## config.mk

```make
export PLATFORM = sky130hd
export DESIGN_NAME = prim4_sweep
export DESIGN_NICKNAME = d
export VERILOG_FILES = /design/src/rtl/prim4_pkg.sv /design/src/rtl/prim4_ref.sv /design/src/rtl/prim4_sweep.sv
export SDC_FILE = /design/constraint.sdc
export NUM_CORES = 1
export LEC_CHECK = 0
export ABC_AREA = 0
export BUFFER_PORTS_ARGS = -buffer_cell sky130_fd_sc_hd__buf_2
export CAP_MARGIN = 25
export CORE_MARGIN = 4
export CORE_UTILIZATION = 54
export CTS_CLUSTER_DIAMETER = 120
export DETAILED_ROUTE_END_ITERATION = 7
export HOLD_SLACK_MARGIN = 0.08
export PLACE_DENSITY = 0.78
export REMOVE_ABC_BUFFERS = 1
export SLEW_MARGIN = 20
export SYNTH_ARGS = -nofsm -noshare
export SYNTH_HDL_FRONTEND = slang
export SYNTH_HIERARCHICAL = 1
export SYNTH_SLANG_ARGS = --single-unit
```

## constraint.sdc

```tcl
create_clock -name clk -period 2.2 [get_ports clk]
set_input_delay 0.44 -clock clk [delete_from_list [all_inputs] [get_ports clk]]
set_output_delay 0.44 -clock clk [all_outputs]
set_load 0.01 [all_outputs]
```

## src/rtl/prim4_pkg.sv

```systemverilog
// Shared constants for the Prim4 self-test sweep: golden prime table,
// FSM state encoding and the last code of a sweep.
package prim4_pkg;

    localparam logic [15:0] PRIME_MASK = 16'h28AC;
    localparam logic [3:0]  SWEEP_LAST = 4'd15;

    localparam logic [1:0] ENC_IDLE   = 2'd0;
    localparam logic [1:0] ENC_SETTLE = 2'd1;
    localparam logic [1:0] ENC_CHECK  = 2'd2;
    localparam logic [1:0] ENC_DONE   = 2'd3;

    typedef enum logic [1:0] {
        ST_IDLE   = ENC_IDLE,
        ST_SETTLE = ENC_SETTLE,
        ST_CHECK  = ENC_CHECK,
        ST_DONE   = ENC_DONE
    } state_e;

endpackage

```

## src/rtl/prim4_ref.sv

```systemverilog
// Golden combinational model of the 4-bit prime detector: code -> is-prime.
module prim4_ref
    import prim4_pkg::*;
(
    input  logic [3:0] code,
    output logic       expected
);

    assign expected = PRIME_MASK[code];

endmodule

```

## src/rtl/prim4_sweep.sv

```systemverilog
// Self-test engine: steps S through 0..15, waits SETTLE cycles per code,
// compares prim_in against the golden table and accumulates results.
module prim4_sweep
    import prim4_pkg::*;
#(
    parameter int unsigned SETTLE = 2
) (
    input  logic       clk,
    input  logic       rst,
    input  logic       start,
    output logic [3:0] S,
    input  logic       prim_in,
    output logic       busy,
    output logic       done,
    output logic       pass,
    output logic [4:0] err_count,
    output logic       fail_valid,
    output logic [3:0] first_fail
);

    localparam logic [3:0] CNT_LOAD = 4'(SETTLE - 1);

    state_e     state_q, state_d;
    logic [3:0] s_q, s_d;
    logic [3:0] cnt_q, cnt_d;
    logic [4:0] err_q, err_d;
    logic       fv_q, fv_d;
    logic [3:0] ff_q, ff_d;
    logic       pass_q, pass_d;
    logic       exp_bit;

    prim4_ref u_ref (
        .code     (s_q),
        .expected (exp_bit)
    );

    always_comb begin
        state_d = state_q;
        s_d     = s_q;
        cnt_d   = cnt_q;
        err_d   = err_q;
        fv_d    = fv_q;
        ff_d    = ff_q;
        pass_d  = pass_q;
        busy    = 1'b0;
        done    = 1'b0;
        case (state_q)
            ST_IDLE: begin
                if (start) begin
                    s_d     = 4'd0;
                    err_d   = 5'd0;
                    fv_d    = 1'b0;
                    ff_d    = 4'd0;
                    pass_d  = 1'b0;
                    cnt_d   = CNT_LOAD;
                    state_d = ST_SETTLE;
                end
            end
            ST_SETTLE: begin
                busy = 1'b1;
                if (cnt_q == 4'd0) begin
                    state_d = ST_CHECK;
                end else begin
                    cnt_d = cnt_q - 4'd1;
                end
            end
            ST_CHECK: begin
                busy = 1'b1;
                // Case inequality so an unknown response is scored as a mismatch.
                if (prim_in !== exp_bit) begin
                    err_d = err_q + 5'd1;
                    fv_d  = 1'b1;
                    if (!fv_q) begin
                        ff_d = s_q;
                    end
                end
                if (s_q == SWEEP_LAST) begin
                    state_d = ST_DONE;
                end else begin
                    s_d     = s_q + 4'd1;
                    cnt_d   = CNT_LOAD;
                    state_d = ST_SETTLE;
                end
            end
            ST_DONE: begin
                done    = 1'b1;
                pass_d  = (err_q == 5'd0);
                state_d = ST_IDLE;
            end
            default: state_d = ST_IDLE;
        endcase
    end

    always_ff @(posedge clk) begin
        if (rst) begin
            state_q <= ST_IDLE;
            s_q     <= 4'd0;
            cnt_q   <= 4'd0;
            err_q   <= 5'd0;
            fv_q    <= 1'b0;
            ff_q    <= 4'd0;
            pass_q  <= 1'b0;
        end else begin
            state_q <= state_d;
            s_q     <= s_d;
            cnt_q   <= cnt_d;
            err_q   <= err_d;
            fv_q    <= fv_d;
            ff_q    <= ff_d;
            pass_q  <= pass_d;
        end
    end

    assign S          = s_q;
    assign err_count  = err_q;
    assign fail_valid = fv_q;
    assign first_fail = ff_q;
    assign pass       = pass_q;

endmodule
```

==> out/metrics.yaml <==
synth_adder_area_share_pct: 11.7
drt_pre_antenna_iters: 4
p_per_area_nw_per_um2: 900
netSwitchingFraction_pct: 40.6
fin_crit_sh_pct: 90.5
ir_drop_mv: 0.745
yosysTopAreaCell: "dfxtp_1"
worstPathArrival_ns: 2.25
dp_slack_ns: 0.242
antenna_cells: 0
setup-tns-final_ns: 0
cap_violations: 0
pwr-share-seq_pct: 37.8
clock-sinks: 21
track_usage_pct: 20.2
use_met2_pct: 33.1
grt_overflow: 0
synth.most_common_cell: "dfxtp_1"
regToRegSetupSlack_ns: 0.21
setup_viol: 0
power.switching_uw: 495
start_util_pct: 58.3
drive_above_1_share_pct: 18.1
gp_congestion: 0.735
utilization_pct: 67.0
synthDominantCellAreaShare_pct: 35.7
worstPathRequired_ns: 2.45
cts_tree: "done"
insertion_delay_ns: 0.31
hpwl_um: 1870
synth_compound_area_share_pct: 16.9
mappedNetlistArea_um2: 1180
path_class: "register to register"
drv_slew: 0
ys_dominant_reg_cell: "dfxtp_1"
place_area_um2: 1330
p_leak_nw: 0.558
clockRootBuffer: "clkbuf_4"
ys_seq_area_share_pct: 35.7
muxShareOfSynthArea_pct: 1.70
grt_pass1_wl_um: 4320
cp-end-kind: "register"
synth_top_family_by_area: "simple AND/OR/NAND/NOR gates"
met3_usage_pct: 5.18
syn_inst: 142
p_int_uw: 724
yosys_warnings: 6
skew_ns: 0.00292
port_buffers: 20
vias: 1130
areaGrowthSynthToFinish_pct: 15.0
rsz0062_at_grt: "false"
p_comb_share_pct: 46.5
routed_wl_um: 2630
synthTopCellsByArea: "dfxtp_1, ha_1, a21oi_1, nand3_1, nor2b_1"
clk_pin_slew_ns: 0.12
synth-simple-area-share_pct: 30.1
status: "complete, no violations"
cts_buffers: 3
fmax_mhz: 502
postLayoutCellArea_um2: 1360
synth_cell_types: 35
fp.dieH_um: 54.7
clkPwrFrac_pct: 15.8
drc: 0
ios: 21
die_area_um2: 2990
via_per_inst: 5.85
ant_nets: 0
grtUsageMet1_pct: 23.9
antenna_found_initial: 0
clk_path_buf_depth: 2
netlist_top_cells_count: "dfxtp_1, a21oi_1, nand3_1, ha_1, nand2_1"
async_flop_share_pct: 0
die_x_um: 54.7
period_minus_slack_ns: 1.99
grt_pass1_vias: 992
cts_hold_buf: 0
ctsHtreeMaxLevel: 1
critPathMaxFanout: 6
syn_avg_cell_area_um2: 8.30
slew_headroom_pct: 68.0
synthXorXnorAreaFrac_pct: 0.743
nets: 182
grt_max_degree: 23
tightest_slew_ns: 0.479
cp-start-kind: "register"
post_cts_resized: 0
synth_edf_count: 0
layout_setup_ws_ns: 0.208
num_rows: 16
grt-busiest-layer: "met2"
drt_iter0_markers: 22
holdCritPathClass: "register to register"
core_area_um2: 2020
ys_ff_latch: 21
route.detailed.wl_per_inst_um: 13.6
hold_violations: 0
post_cts_buffers: 0
path summary, 6_finish.rpt:
kind | end | start | depth (start not counted)
min reg2reg | first_fail[2]$_SDFFE_PP0P_ | first_fail[2]$_SDFFE_PP0P_ | 2
min | first_fail[2]$_SDFFE_PP0P_ | first_fail[2]$_SDFFE_PP0P_ | 2
max reg2reg | cnt_q[2]$_SDFFE_PP0P_ | state_q[0]$_SDFFE_PP0P_ | 6
max | cnt_q[2]$_SDFFE_PP0P_ | state_q[0]$_SDFFE_PP0P_ | 6
flip-flops by register name, summed over array words and instances, names as in the netlist:
name,cells
fail_valid,1
S,4
pass,1
cnt_q,4
first_fail,4
state_q,2
err_count,5
stage by stage:
stage / total power [mW] / std cells / hold slack, ns
after CTS: 1.22 / 193 / 0.472
final: 1.22 / 193 / 0.471
after global placement: 0.995 / 189 / 0.451
after global routing: 1.32 / 193 / 0.505
after detailed placement: 1.02 / 189 / 0.453
after floorplan: 0.873 / 138 / 0.465
cell usage in the layout (no fill, tap or decap), types with 2 or more instances in the layout:
cell      count
nand4b_1      2
o21ai_0       6
nand2b_1      5
nor3_1        5
nand2_1      10
nor2b_1       8
buf_2        20
nor2_1        9
inv_1         6
dfxtp_1      21
clkbuf_4      3
or3_1         2
a31oi_1       2
ha_1         11
nand3_1      13
a21oi_1      16
mux2i_1       2
nand4_1       2
buf_4         4
logic make-up (layout without fill, tap and decap cells):
group                    Yosys count  in the layout
buffers and inverters             10             34
adder cells (fa/ha/maj)           11             11
AO/OA/AOI/OAI                     33             33
XOR/XNOR                           1              1
flip-flops                        21             21
AND/OR/NAND/NOR                   64             64
multiplexers                       2              2
final cells by class:
cell class	instances	area [µm²]
Clock buffer	4	26.3
Inverter	6	22.5
Tap cell	27	33.8
Multi-Input combinational cell	111	722
Timing Repair Buffer	24	130
Sequential cell	21	420
Fill cell	187	667
layer usage:
layer  wire (µm)  part of all wire (%)
met4          59                   2.2
met3         154                   5.9
met1        1190                    45
met2        1230                    47
met5           0                     0
power by group through the flow:
stage | registers, mW | logic (mW) | clock network, mW
after floorplan | 0.463 | 0.409 | 0
after global placement | 0.464 | 0.530 | 0
after detailed placement | 0.470 | 0.547 | 0
after CTS | 0.461 | 0.560 | 0.194
after global routing | 0.467 | 0.640 | 0.213
final | 0.460 | 0.567 | 0.192
critical path, cell delays in order (launching register included):
cell	delay, ns
dfxtp_1	0.43
inv_1	0.13
ha_1	0.29
nor2b_1	0.21
or3_4	0.37
or3_1	0.38
a21oi_1	0.12
Note: power is estimated with default switching activity, not from simulation.
